`config.mk`:
```
export PLATFORM = sky130hd
export DESIGN_NAME = alloc_recirc_param_flat
export DESIGN_NICKNAME = d
export VERILOG_FILES = /design/src/rtl/alloc_recirc_param_if.sv /design/src/rtl/alloc_recirc_param.sv /design/src/flat_wrapper.sv
export SDC_FILE = /design/constraint.sdc
export NUM_CORES = 1
export LEC_CHECK = 0
export ABC_AREA = 1
export CORE_ASPECT_RATIO = 1.5
export CORE_MARGIN = 2
export CORE_UTILIZATION = 51
export CTS_CLUSTER_SIZE = 20
export DETAILED_ROUTE_END_ITERATION = 8
export GPL_ROUTABILITY_DRIVEN = 0
export GPL_TIMING_DRIVEN = 0
export HOLD_SLACK_MARGIN = 0.03
export PLACE_DENSITY_LB_ADDON = 0.05
export SYNTH_ARGS = -nofsm -noshare
export SYNTH_HDL_FRONTEND = slang
export SYNTH_SLANG_ARGS = --single-unit
export TNS_END_PERCENT = 100
```
`constraint.sdc`:
```
create_clock -name clk -period 2.9 [get_ports clk]
set_input_delay 0.58 -clock clk [delete_from_list [all_inputs] [get_ports clk]]
set_output_delay 0.58 -clock clk [all_outputs]
set_load 0.03 [all_outputs]
```
`src/rtl/alloc_recirc_param_if.sv`:
```
// Request/grant bundle between the transceivers/recirculation FIFOs and alloc_recirc_param.
// Flattened per-input fields: input i occupies [i*PW +: PW] (ports) and [i*CW +: CW] (counts).
interface alloc_recirc_param_if #(
    parameter int PORTS     = 4,
    parameter int BUF_DEPTH = 4
);
    localparam int PW = $clog2(PORTS);
    localparam int CW = $clog2(BUF_DEPTH + 1);

    logic [PORTS-1:0]       req_valid;
    logic [PORTS*PW-1:0]    req_port;
    logic [PORTS-1:0]       rbuf_valid;
    logic [PORTS*PW-1:0]    rbuf_port;
    logic [PORTS-1:0]       grant_valid;
    logic [PORTS-1:0]       grant_buf_valid;
    logic [PORTS*PW-1:0]    grant_port;
    logic [PORTS-1:0]       recirc;
    logic [PORTS-1:0]       drop;
    logic [PORTS*PORTS-1:0] switch_cfg;
    logic [PORTS-1:0]       buf_wr_cfg;
    logic [PORTS*CW-1:0]    buf_count;

    modport master (
        output req_valid, req_port, rbuf_valid, rbuf_port,
        input  grant_valid, grant_buf_valid, grant_port, recirc, drop,
               switch_cfg, buf_wr_cfg, buf_count
    );

    modport slave (
        input  req_valid, req_port, rbuf_valid, rbuf_port,
        output grant_valid, grant_buf_valid, grant_port, recirc, drop,
               switch_cfg, buf_wr_cfg, buf_count
    );
endinterface

```
`src/rtl/alloc_recirc_param.sv`:
```
// Slotted per-output round-robin allocator between transceiver and recirculation-buffer sources.
// Define BUF_PRIORITY_EN to let buffer heads win over transceivers at each output.
module alloc_recirc_param #(
    parameter int PORTS     = 4,
    parameter int SLOT_SIZE = 8,
    parameter int BUF_DEPTH = 4
) (
    input  logic                 clk,
    input  logic                 rst,
    alloc_recirc_param_if.slave  bus
);
    localparam int PW = $clog2(PORTS);
    localparam int CW = $clog2(BUF_DEPTH + 1);
    localparam int SW = $clog2(SLOT_SIZE);
    localparam logic [SW-1:0] SLOT_LD = SW'(SLOT_SIZE - 1);
    localparam logic [CW-1:0] DEPTH   = CW'(BUF_DEPTH);

    logic [PORTS-1:0][SW-1:0]    r_ocnt, r_icnt;
    logic [PORTS-1:0][PW-1:0]    r_ptr, r_gport;
    logic [PORTS-1:0][CW-1:0]    r_bcnt;
    logic [PORTS-1:0]            r_gnt, r_gnt_buf, r_recirc, r_drop, r_bwr;
    logic [PORTS-1:0][PORTS-1:0] r_sw;

    logic [PORTS-1:0]            w_buf_elig, w_trx_elig;
    logic [PORTS-1:0][PW-1:0]    w_tgt, w_owin, w_gport;
    logic [PORTS-1:0][PORTS-1:0] w_mbuf, w_mtrx;
    logic [PORTS-1:0][PW:0]      w_pick;
    logic [PORTS-1:0]            w_ogrant, w_gnt, w_gnt_buf, w_recirc, w_drop;

    // Returns {found, index} of the first set mask bit at or after ptr, wrapping.
    function automatic logic [PW:0] rr_pick(input logic [PORTS-1:0] mask,
                                            input logic [PW-1:0] ptr);
        logic [PW:0] res;
        int          idx;
        res = '0;
        for (int k = PORTS - 1; k >= 0; k--) begin
            idx = (int'(ptr) + k) % PORTS;
            if (mask[idx]) res = {1'b1, PW'(idx)};
        end
        return res;
    endfunction

    // A non-empty requesting buffer masks its transceiver; busy inputs present nothing.
    always_comb begin
        w_buf_elig = '0;
        w_trx_elig = '0;
        w_tgt      = '0;
        for (int i = 0; i < PORTS; i++) begin
            w_buf_elig[i] = bus.rbuf_valid[i] && (r_bcnt[i] != '0) && (r_icnt[i] == '0);
            w_trx_elig[i] = bus.req_valid[i] && !(bus.rbuf_valid[i] && (r_bcnt[i] != '0))
                            && (r_icnt[i] == '0);
            w_tgt[i]      = w_buf_elig[i] ? bus.rbuf_port[i*PW +: PW] : bus.req_port[i*PW +: PW];
        end
    end

    always_comb begin
        w_mbuf   = '0;
        w_mtrx   = '0;
        w_pick   = '0;
        w_ogrant = '0;
        w_owin   = '0;
        for (int j = 0; j < PORTS; j++) begin
            for (int i = 0; i < PORTS; i++) begin
                w_mbuf[j][i] = w_buf_elig[i] && (w_tgt[i] == PW'(j));
                w_mtrx[j][i] = w_trx_elig[i] && (w_tgt[i] == PW'(j));
            end
`ifdef BUF_PRIORITY_EN
            w_pick[j] = (w_mbuf[j] != '0) ? rr_pick(w_mbuf[j], r_ptr[j])
                                          : rr_pick(w_mtrx[j], r_ptr[j]);
`else
            w_pick[j] = rr_pick(w_mbuf[j] | w_mtrx[j], r_ptr[j]);
`endif
            w_ogrant[j] = w_pick[j][PW] && (r_ocnt[j] == '0);
            w_owin[j]   = w_pick[j][PW-1:0];
        end
    end

    // Each input targets one output, so it can win at most one arbiter per cycle.
    always_comb begin
        w_gnt     = '0;
        w_gnt_buf = '0;
        w_gport   = '0;
        w_recirc  = '0;
        w_drop    = '0;
        for (int j = 0; j < PORTS; j++) begin
            if (w_ogrant[j]) begin
                if (w_buf_elig[w_owin[j]]) w_gnt_buf[w_owin[j]] = 1'b1;
                else                       w_gnt[w_owin[j]]     = 1'b1;
                w_gport[w_owin[j]] = PW'(j);
            end
        end
        for (int i = 0; i < PORTS; i++) begin
            w_recirc[i] = w_trx_elig[i] && !w_gnt[i] && (r_bcnt[i] <  DEPTH);
            w_drop[i]   = w_trx_elig[i] && !w_gnt[i] && (r_bcnt[i] >= DEPTH);
        end
    end

    always_ff @(posedge clk or negedge rst) begin
        if (!rst) begin
            r_ocnt    <= '0;
            r_icnt    <= '0;
            r_ptr     <= '0;
            r_gport   <= '0;
            r_bcnt    <= '0;
            r_gnt     <= '0;
            r_gnt_buf <= '0;
            r_recirc  <= '0;
            r_drop    <= '0;
            r_bwr     <= '0;
            r_sw      <= '0;
        end else begin
            r_gnt     <= w_gnt;
            r_gnt_buf <= w_gnt_buf;
            r_gport   <= w_gport;
            r_recirc  <= w_recirc;
            r_drop    <= w_drop;
            // Connection bits drop one cycle after the counter reaches 0, giving a full slot.
            for (int j = 0; j < PORTS; j++) begin
                if (w_ogrant[j]) begin
                    r_ocnt[j] <= SLOT_LD;
                    r_ptr[j]  <= (w_owin[j] == PW'(PORTS - 1)) ? '0 : w_owin[j] + 1'b1;
                    r_sw[j]   <= PORTS'(1) << w_owin[j];
                end else if (r_ocnt[j] != '0) begin
                    r_ocnt[j] <= r_ocnt[j] - 1'b1;
                end else begin
                    r_sw[j]   <= '0;
                end
            end
            for (int i = 0; i < PORTS; i++) begin
                if (w_gnt[i] || w_gnt_buf[i] || w_recirc[i]) r_icnt[i] <= SLOT_LD;
                else if (r_icnt[i] != '0)                     r_icnt[i] <= r_icnt[i] - 1'b1;
                if (w_gnt_buf[i])     r_bcnt[i] <= r_bcnt[i] - 1'b1;
                else if (w_recirc[i]) r_bcnt[i] <= r_bcnt[i] + 1'b1;
                if (w_recirc[i])          r_bwr[i] <= 1'b1;
                else if (r_icnt[i] == '0) r_bwr[i] <= 1'b0;
            end
        end
    end

    assign bus.grant_valid     = r_gnt;
    assign bus.grant_buf_valid = r_gnt_buf;
    assign bus.grant_port      = r_gport;
    assign bus.recirc          = r_recirc;
    assign bus.drop            = r_drop;
    assign bus.switch_cfg      = r_sw;
    assign bus.buf_wr_cfg      = r_bwr;
    assign bus.buf_count       = r_bcnt;
endmodule

```
`src/flat_wrapper.sv`:
```
// flat-port wrapper written by rule: the top's interface ports become plain ports
module alloc_recirc_param_flat 
#(
    parameter int PORTS     = 4,
    parameter int SLOT_SIZE = 8,
    parameter int BUF_DEPTH = 4
)
  (clk, rst, bus_req_valid, bus_req_port, bus_rbuf_valid, bus_rbuf_port, bus_grant_valid, bus_grant_buf_valid, bus_grant_port, bus_recirc, bus_drop, bus_switch_cfg, bus_buf_wr_cfg, bus_buf_count);
  alloc_recirc_param_if #(.PORTS(PORTS), .BUF_DEPTH(BUF_DEPTH)) bus_i ();
  input  logic clk;
  input  logic rst;
  input wire logic [$bits(bus_i.req_valid)-1:0] bus_req_valid;
  input wire logic [$bits(bus_i.req_port)-1:0] bus_req_port;
  input wire logic [$bits(bus_i.rbuf_valid)-1:0] bus_rbuf_valid;
  input wire logic [$bits(bus_i.rbuf_port)-1:0] bus_rbuf_port;
  output wire logic [$bits(bus_i.grant_valid)-1:0] bus_grant_valid;
  output wire logic [$bits(bus_i.grant_buf_valid)-1:0] bus_grant_buf_valid;
  output wire logic [$bits(bus_i.grant_port)-1:0] bus_grant_port;
  output wire logic [$bits(bus_i.recirc)-1:0] bus_recirc;
  output wire logic [$bits(bus_i.drop)-1:0] bus_drop;
  output wire logic [$bits(bus_i.switch_cfg)-1:0] bus_switch_cfg;
  output wire logic [$bits(bus_i.buf_wr_cfg)-1:0] bus_buf_wr_cfg;
  output wire logic [$bits(bus_i.buf_count)-1:0] bus_buf_count;
  assign bus_i.req_valid = bus_req_valid;
  assign bus_i.req_port = bus_req_port;
  assign bus_i.rbuf_valid = bus_rbuf_valid;
  assign bus_i.rbuf_port = bus_rbuf_port;
  assign bus_grant_valid = bus_i.grant_valid;
  assign bus_grant_buf_valid = bus_i.grant_buf_valid;
  assign bus_grant_port = bus_i.grant_port;
  assign bus_recirc = bus_i.recirc;
  assign bus_drop = bus_i.drop;
  assign bus_switch_cfg = bus_i.switch_cfg;
  assign bus_buf_wr_cfg = bus_i.buf_wr_cfg;
  assign bus_buf_count = bus_i.buf_count;
  alloc_recirc_param #(.PORTS(PORTS), .SLOT_SIZE(SLOT_SIZE), .BUF_DEPTH(BUF_DEPTH)) u_core (.clk(clk), .rst(rst), .bus(bus_i));
endmodule
```
# After elaboration in Yosys (flattened, before gate mapping)
# Cells that the tools add are included.
# W data, S select, Z words.
[word_totals] regBits=88 in_bits=26 out_inout_bits=56 word_cells=431
[op_classes] n_eq_ne=20 muxes=149 n_addsub=32 shifts=4 n_bitwise=26 reduce_logical=136 magnitude_cmp=32
[op_table] op="$mux W3" count=40
[op_table] op="$mux W4" count=24
[op_table] op="$logic_and A1 B1 Y1" count=68
[op_table] op="$lt A3 B4 Y1 const B" count=12
[op_table] op="$mux W1" count=44
[op_table] op="$bmux W1 S2" count=20
[op_table] op="$or A4 B4 Y4" count=10
[op_table] op="$reduce_bool A3 Y1" count=12
[op_table] op="$sub A3 B1 Y3 const B" count=12
[op_table] op="$reduce_bool A2 Y1" count=16
[op_table] op="$eq A2 B2 Y1 const B" count=12
[op_table] op="$logic_not A3 Y1" count=8
[op_table] op="$lt A2 B3 Y1 const B" count=8
[op_table] op="$reduce_or A2 Y1" count=12
[op_table] op="$mux W2" count=11
[op_table] op="$add A2 B1 Y2 const B" count=8
[op_table] op="$add A2 B2 Y2 const B" count=8
[op_table] op="$mux W8" count=2
[op_table] op="$shl A1 B2 Y4 const A" count=4
[op_table] op="$add A3 B1 Y3 const B" count=4
[op_table] op="$and A1 B1 Y1 const A" count=12
[op_table] op="$demux W2 S2" count=3
[op_table] op="$ge A3 B3 Y1 const B" count=4
[op_table] op="$lt A3 B3 Y1 const B" count=4
[op_table] op="other kinds (12)" count=41

# Depth between registers and ports, before layout
# Gate-level depths: netlist of run 1.
[depth] word_depth=34 depth_mapped=30 depth_no_buf=30

# Worst setup path before layout of run 1
# Ideal clock, no wire load.
[synth_timing] path_type="register -> register" startpoint="register u_core.r_icnt[3] in the netlist's numbering" endpoint="register u_core.r_bcnt (netlist bit u_core.bus.buf_count[5])" t_arrival_ns=3.074 stages_incl_launch_ff=26 path_slack_ns=-0.291 period_less_slack_ns=3.191 path_buffers=0 setup_ns=0.117 path_cell_list="dfrtp_1 -> inv_1 -> ha_1 -> inv_1 -> nor2_4 -> inv_2 -> o21ai_4 -> nand3_2 -> nand2_1 -> nand3_1 -> nand2_1 -> inv_2 -> nand2_1 -> nand3_1 -> nand2_1 -> inv_1 -> ha_1 -> inv_1 -> nor2_1 -> nand3_1 -> nand4_1 -> fa_1 -> inv_1 -> nand2_1 -> nor2_1 -> nor2_1"
[synth_between] word_cells_on_any_way=139 cone_classes="order compare (8); eq/ne (3); mux (94); bitwise (10); reduce/logical (24)"
[synth_rtl] item="from (decl)" line_no="alloc_recirc_param.sv:18" rtl="logic [PORTS-1:0][SW-1:0] r_ocnt, r_icnt;"
[synth_rtl] item="from (signal assigned)" line_no="alloc_recirc_param.sv:101" rtl="r_icnt <= '0;"
[synth_rtl] item="from (signal, indexed assignment)" line_no="alloc_recirc_param.sv:130" rtl="if (w_gnt[i] || w_gnt_buf[i] || w_recirc[i]) r_icnt[i] <= SLOT_LD;"
[synth_rtl] item="$logic_not A3 Y1 *" line_no="alloc_recirc_param.sv:49, alloc_recirc_param.sv:51"
[synth_rtl] item="$logic_and A1 B1 Y1" line_no="alloc_recirc_param.sv:49" rtl="w_buf_elig[i] = bus.rbuf_valid[i] && (r_bcnt[i] != '0) && (r_icnt[i] == '0);"
[synth_rtl] item="$mux W2" line_no="alloc_recirc_param.sv:52" rtl="w_tgt[i] = w_buf_elig[i] ? bus.rbuf_port[i*PW +: PW] : bus.req_port[i*PW +: PW];"
[synth_rtl] item="$logic_not A2 Y1" line_no="alloc_recirc_param.sv:64, alloc_recirc_param.sv:65"
[synth_rtl] item="$logic_and A1 B1 Y1 (on tied branches)" line_no="alloc_recirc_param.sv:64, alloc_recirc_param.sv:65"
[synth_rtl] item="$or A4 B4 Y4" line_no="alloc_recirc_param.sv:71" rtl="w_pick[j] = rr_pick(w_mbuf[j] | w_mtrx[j], r_ptr[j]);"
[synth_rtl] item="$bmux W1 S2" line_no="alloc_recirc_param.sv:38" rtl="if (mask[idx]) res = {1'b1, PW'(idx)};"
[synth_rtl] item="$mux W1 (not written as such) (2 in a row)" line_no="alloc_recirc_param.sv:38"
[synth_rtl] item="(+13 left out)"
[synth_rtl] item="$or A4 B4 Y4 (no line)"
[synth_rtl] item="$mux W4" line_no="alloc_recirc_param.sv:87" rtl="if (w_buf_elig[w_owin[j]]) w_gnt_buf[w_owin[j]] = 1'b1;"
[synth_rtl] item="$mux W4" line_no="alloc_recirc_param.sv:86" rtl="if (w_ogrant[j]) begin"
[synth_rtl] item="$or A4 B4 Y4 (no line)"
[synth_rtl] item="$mux W4" line_no="alloc_recirc_param.sv:87"
[synth_rtl] item="$mux W4 *" line_no="alloc_recirc_param.sv:86"
[synth_rtl] item="named net u_core.w_gnt_buf[1]" line_no="alloc_recirc_param.sv:28" rtl="logic [PORTS-1:0] w_ogrant, w_gnt, w_gnt_buf, w_recirc, w_drop;"
[synth_rtl] item="$mux W3 or $reduce_bool A2 Y1 (tied branches)"
[synth_rtl] item="to (signal, indexed assignment)" line_no="alloc_recirc_param.sv:132" rtl="if (w_gnt_buf[i]) r_bcnt[i] <= r_bcnt[i] - 1'b1;"
[synth_rtl] item="to (signal, indexed assignment)" line_no="alloc_recirc_param.sv:133" rtl="else if (w_recirc[i]) r_bcnt[i] <= r_bcnt[i] + 1'b1;"
[synth_rtl] item="to (decl)" line_no="alloc_recirc_param.sv:20" rtl="logic [PORTS-1:0][CW-1:0] r_bcnt;"
# The timed path passes the listed nets; every way through them passes the cells marked *. The select of a mux whose other input is x is not followed.
# A chain may end at the register's enable or synchronous reset.

# Worst setup path in the final report of run 1
[layout_timing] startpoint="register u_core.r_icnt[0] in the netlist's numbering" endpoint="register u_core.r_bcnt (netlist bit u_core.bus.buf_count[2])"
# The elaborated chain is that of the path after synthesis.

==> out/qor.csv, run 1 <==
metric,value,unit
top-count cell post-synth,nand2_1,
Seq cells post-synth,88,
post-synthesis adder-cell area fraction,0.07716,
Longest Clk Path Bufs,2,
Cell Pwr Density,1253,nW/um2
max cap viols,0,
Max Slew Vio Count,0,
Routed WL,20100,um
setup ws final,-0.7271,ns
# setup viols final,44,
"top cells by area, synth","dfrtp_1 36%, nand2_1 14%, nand3_1 7.4%",
number of library cell types mapped by synthesis,33,
Mapped Area,6130,um2
CP startpoint,u_core.r_icnt[0]$_DFFE_PN0P_,
YS warnings,0,
via count,6493,
Final Cell Area,9488,um2
Antenna Cells,0,
CP arrival,3.91,ns
xor/xnor share of the synthesized area,0.01715,
WL/cell,16.83,um
Fin Setup TNS,-21.49,ns
dpl cell area,7193,um2
"Net Count, Synth",874,
Mapped Cells,812,
share of cells above drive strength 1,0.4169,
power consumption,11.89,mW
Synth area leader,dfrtp_1,
Worst Hold Class,input pin to async pin,
I/O pin cnt,82,
Final ANT Viol Nets,0,
Final Hold Fails,0,
gr ovfl total,0,
DRC violations left,0,
number of vias per cell,5.438,
"Top FF cell, synth",dfrtp_1,
Tot GR Track Use,0.2908,
1st-iter DRT viols,367,
worst slew pin tran,0.6102,ns
CP Capture Type,flip-flop,
number of global-route vias before repair,6499,
Final #Nets,1098,
multiplexer share of the synthesized area,0,
r2r setup slk,-0.73,ns
worst skew pair latency,0.35,ns
DIE HEIGHT,138.3,um
Lkg Pwr,4.825,nW
initial antenna violation count,0,
Die Footprint,12930,um2
Starting Density,0.5180,
post-DP HPWL,11810,um
worst clock skew,0.006641,ns
number of synthesized flops with an enable pin,0,
Setup CP Type,flip-flop to flip-flop,
post-synthesis compound-gate area fraction,0.06675,
crit path to,u_core.bus.buf_count[2]$_DFFE_PN0P_,
"Async S/R FF share, synth",1.000,
Clock transition at path regs,0.07,ns
CTS HTree Levels,3,
Core Area,11830,um2
Max Freq,275.7,MHz
largest net degree at the start of global routing,50,
Slew headroom,0.5907,
Rows,49,
failing checks,setup timing,
RR Endpoint,u_core.bus.buf_count[2]$_DFFE_PN0P_,
DR pass1 iterations,6,
RSZ-0062 raised after global routing,yes,
R2R Path Start,u_core.r_icnt[0]$_DFFE_PN0P_,
startpoint types,flip-flop,
CTS tree,yes,
Die W,93.52,um
Tcrit/Tclk final,1.251,
worst vdd ir,0.8653,mV
Post-synth top cells,"224 x nand2_1, 121 x inv_1, 91 x nand3_1",
WP data required,3.18,ns
CTS sink cnt,88,
Worst Reg2Reg Path Length in Cells,25,
Num CTS Buffers,9,
number of port buffers,81,
largest family of logic cells by synthesized area,simple AND/OR/NAND/NOR gates,
run status,"finished, violations left",
simple-gate share of the synthesized area,0.3950,
clk root buf,clkbuf_16,
global-route wire length before repair,30110,um
synthesized area per cell,7.549,um2
Synth-to-Final Area Change,54.79,%
Tmin final,3.627,ns
CP max FO,5,
top cell type's share of synthesized area,0.3593,
sequential share of the synthesized area,0.3593,
## cells by family (layout without fill, tap and decap cells)
group / Yosys count / after routing
flip-flops: 88 / 88
XOR/XNOR: 12 / 12
adder cells (fa/ha/maj): 36 / 36
buffers and inverters: 137 / 366
AO/OA/AOI/OAI: 66 / 66
AND/OR/NAND/NOR: 473 / 473
## placed cells by master (no fill, tap or decap), types with 29 or more instances in the layout
| master | instances |
|---|---|
| inv_2 | 41 |
| nand2_4 | 29 |
| nand2_2 | 73 |
| nand2_1 | 157 |
| buf_4 | 110 |
| dfrtp_1 | 88 |
| inv_1 | 81 |
| nand3_2 | 33 |
| clkdlybuf4s50_1 | 77 |
| nor2_1 | 39 |
| nand3_1 | 56 |
## worst max-delay path, stage by stage (launching register included)
cell and delay [ns]:
dfrtp_1 0.41, inv_2 0.09, ha_4 0.13, inv_2 0.04
nor2_4 0.17, buf_4 0.16, inv_4 0.04, o21ai_4 0.23
nand3_4 0.16, nand2_4 0.12, nand2_2 0.06, nand2_2 0.07
inv_2 0.04, nor2_2 0.08, buf_4 0.12, nand3_1 0.18
nand3_2 0.18, nand3_4 0.14, nand3_2 0.14, nand4_1 0.22
fa_2 0.43, inv_2 0.06, nand2_2 0.06, nand2_1 0.08
nor2_2 0.05, nor2_1 0.08
## worst min-delay path by stage
stage          cells after the start                                    to                                 start
2_1_floorplan                      0   u_core.bus.buf_count[0]$_DFFE_PN0P_                                   rst
3_3_place_gp                       2         u_core.r_ocnt[10]$_DFFE_PN0P_         u_core.r_ocnt[10]$_DFFE_PN0P_
3_5_place_dp                       2  u_core.bus.buf_wr_cfg[2]$_DFFE_PN0P_  u_core.bus.buf_wr_cfg[2]$_DFFE_PN0P_
4_1_cts                            1        u_core.bus.recirc[2]$_DFF_PN0_                                   rst
5_1_grt                            1        u_core.bus.recirc[2]$_DFF_PN0_                                   rst
6_report                           1        u_core.bus.recirc[2]$_DFF_PN0_                                   rst
## flip-flops by register name, indices dropped and copies added, names as in the netlist
register	cells
u_core.bus.switch_cfg	16
u_core.bus.buf_count	12
u_core.r_icnt	12
u_core.r_ocnt	12
u_core.bus.grant_port	8
u_core.r_ptr	8
u_core.bus.buf_wr_cfg	4
u_core.bus.drop	4
u_core.bus.grant_buf_valid	4
u_core.bus.grant_valid	4
u_core.bus.recirc	4
## through the flow
| stage | hold slack [ns] | cells | utilization | worst slack [ns] |
|---|---|---|---|---|
| after floorplan | 0.2844 | 812 | - | -0.2517 |
| after global routing | 0.2436 | 1194 | 0.8018 | -0.8908 |
| after CTS | 0.2264 | 1167 | 0.7577 | -0.5022 |
| after global placement | 0.4569 | 1046 | 0.6058 | -1.929 |
| final | 0.1939 | 1194 | 0.8018 | -0.7271 |
| after detailed placement | 0.4662 | 1047 | 0.6079 | -1.293 |
## repair_timing
| item | CTS | global route |
|---|---|---|
| pin swaps | 104 | 68 |
| gates resized for setup | 196 | 84 |
| endpoints found under the setup margin | 47 | 54 |
| hold buffers | 0 | 0 |
| setup buffers | 105 | 29 |
## layout make-up
cell class	instances	area, um2
Multi-Input combinational cell	587	4284
Timing Repair Buffer	213	1907
Fill cell	740	2345
Inverter	133	529.3
Tap cell	153	191.4
Clock inverter	7	126.4
Clock buffer	9	225.2
Buffer	4	22.52
Sequential cell	88	2202
## power breakdown
part           internal (mW)  switching [mW]
clock                  0.853           0.538
combinational           3.46            4.98
sequential              1.70           0.362
## layer usage
layer / GRT usage / part of all wire / vias to the layer above / routed length [um]
met5: 0 / 0 / - / 0
li1: - / - / 3037 / -
met1: 0.3256 / 0.37 / 3129 / 7390
met2: 0.5222 / 0.53 / 243 / 10600
met4: 0.1548 / 0.059 / 0 / 1193
met3: 0.04033 / 0.046 / 84 / 915
Power figures use the tool's default switching activity.
==> run 2, diff against run 1 <==
- CORE_ASPECT_RATIO: 1.5 -> 0.6
==> out/qor.csv, run 2 (synthesis gave the netlist of run 1 again) <==
metric,value,unit
Final Hold Fails,0,
run status,"finished, violations left",
CP startpoint,u_core.r_icnt[3]$_DFFE_PN0P_,
Final ANT Viol Nets,0,
Tcrit/Tclk final,1.233,
CP arrival,3.84,ns
Starting Density,0.5319,
share of cells above drive strength 1,0.3729,
Cell Pwr Density,1214,nW/um2
number of vias per cell,5.416,
clk root buf,clkbuf_16,
CP max FO,7,
power consumption,10.74,mW
RR Endpoint,u_core.bus.buf_count[8]$_DFFE_PN0P_,
CTS HTree Levels,3,
1st-iter DRT viols,539,
Max Slew Vio Count,0,
Setup CP Type,flip-flop to flip-flop,
I/O pin cnt,82,
Slew headroom,0.5178,
Tot GR Track Use,0.2775,
Final #Nets,1053,
worst slew pin tran,0.7190,ns
WP data required,3.17,ns
Synth-to-Final Area Change,44.38,%
crit path to,u_core.bus.buf_count[8]$_DFFE_PN0P_,
DIE HEIGHT,88.92,um
Rows,30,
largest net degree at the start of global routing,60,
Final Cell Area,8850,um2
Hold WS,0.1671,ns
"commonest non-fill, non-tap cell in the layout",nand2_1,
Max Freq,279.7,MHz
hold_buf cts,0,
failing checks,setup timing,
CP Capture Type,flip-flop,
post-DP HPWL,12300,um
Num CTS Buffers,9,
Longest Clk Path Bufs,2,
WL/cell,16.52,um
Routed WL,19080,um
Antenna Cells,0,
max cap viols,0,
worst clock skew,0.007247,ns
via count,6255,
number of global-route vias before repair,5855,
dpl cell area,7202,um2
worst skew pair latency,0.34,ns
Tmin final,3.575,ns
Core Area,11520,um2
startpoint types,flip-flop,
global-route wire length before repair,28460,um
Die Footprint,12940,um2
r2r setup slk,-0.68,ns
gr ovfl total,0,
CTS sink cnt,88,
setup ws final,-0.6750,ns
Clock transition at path regs,0.06,ns
Worst Reg2Reg Path Length in Cells,27,
Die W,145.5,um
DRC violations left,0,
RSZ-0062 raised after global routing,yes,
R2R Path Start,u_core.r_icnt[3]$_DFFE_PN0P_,
Worst Hold Class,input pin to async pin,
max reg flops,16,
worst vdd ir,0.8368,mV
number of port buffers,81,
most frequent cells in the layout,"154 x nand2_1, 88 x dfrtp_1, 84 x inv_1",
Lkg Pwr,4.495,nW
CTS tree,yes,
initial antenna violation count,0,
# setup viols final,45,
DR pass1 iterations,5,
## run 2: what timing repair did
| item | 4_1_cts | 5_1_grt |
|---|---|---|
| endpoints found under the hold margin | 0 | 0 |
| pin swaps | 76 | 70 |
| endpoints found under the setup margin | 48 | 56 |
| resized for setup | 144 | 78 |
| setup buffers | 56 | 30 |
## run 2: critical path, cell delays in order (launching register included)
cell and delay [ns]:
dfrtp_1 0.40, inv_2 0.09, ha_4 0.13, inv_2 0.04, nor2_4 0.20, nand3_4 0.18, o21ai_4 0.12, buf_6 0.16
nand3_4 0.11, nand2_4 0.12, nand3_2 0.11, nand2_2 0.07, nand2_2 0.09, nand2_2 0.09, nand2_4 0.06, nand2_4 0.13
inv_2 0.05, ha_1 0.21, nand2_2 0.11, inv_1 0.07, nand2_2 0.10, nand4_4 0.13, fa_2 0.40, inv_2 0.06
nand2_1 0.06, nand2_1 0.06, nor2_1 0.04, nor2_1 0.11
## run 2: per-layer routing
metal / share of wire / up-vias / GRT usage
met2: 0.47 / 268 / 0.4571
met4: 0.019 / 0 / 0.07932
li1: - / 2945 / -
met1: 0.44 / 2994 / 0.3826
met3: 0.065 / 48 / 0.05102
met5: 0 / - / 0
## run 2: how the worst min path moves through the flow
stage / startpoint / slack (ns) / end / cells past startpoint
final: rst / 0.17 / u_core.bus.switch_cfg[7]$_DFFE_PN0P_ / 1
after global routing: rst / 0.19 / u_core.bus.switch_cfg[6]$_DFFE_PN0P_ / 1
after CTS: rst / 0.18 / u_core.bus.switch_cfg[7]$_DFFE_PN0P_ / 1
after detailed placement: u_core.r_ocnt[4]$_DFFE_PN0P_ / 0.46 / u_core.r_ocnt[4]$_DFFE_PN0P_ / 2
after global placement: u_core.r_ocnt[10]$_DFFE_PN0P_ / 0.46 / u_core.r_ocnt[10]$_DFFE_PN0P_ / 2
after floorplan: rst / 0.28 / u_core.bus.buf_count[0]$_DFFE_PN0P_ / 0
## run 2: area by class of cell
cell class | count | area [um2]
Inverter | 133 | 519.2
Fill cell | 783 | 2674
Sequential cell | 88 | 2202
Multi-Input combinational cell | 587 | 4115
Clock inverter | 4 | 45.04
Tap cell | 160 | 200.2
Buffer | 4 | 20.02
Clock buffer | 11 | 242.7
Timing Repair Buffer | 168 | 1505
## run 2: per-stage QoR
stage,std cells,TNS [ns],utilization,setup WS [ns]
5_1_grt,1155,-25.64,0.7680,-0.7938
3_5_place_dp,1054,-41.25,0.6250,-1.283
3_3_place_gp,1053,-206.90,0.6228,-1.950
4_1_cts,1125,-12.85,0.7255,-0.5291
2_1_floorplan,812,-1.814,-,-0.2517
6_report,1155,-19.42,0.7680,-0.6750
## run 2: power by group
group | switching (mW) | internal, mW
clock network | 0.471 | 0.682
registers | 0.359 | 1.70
logic | 4.67 | 2.86
total | 5.50 | 5.24
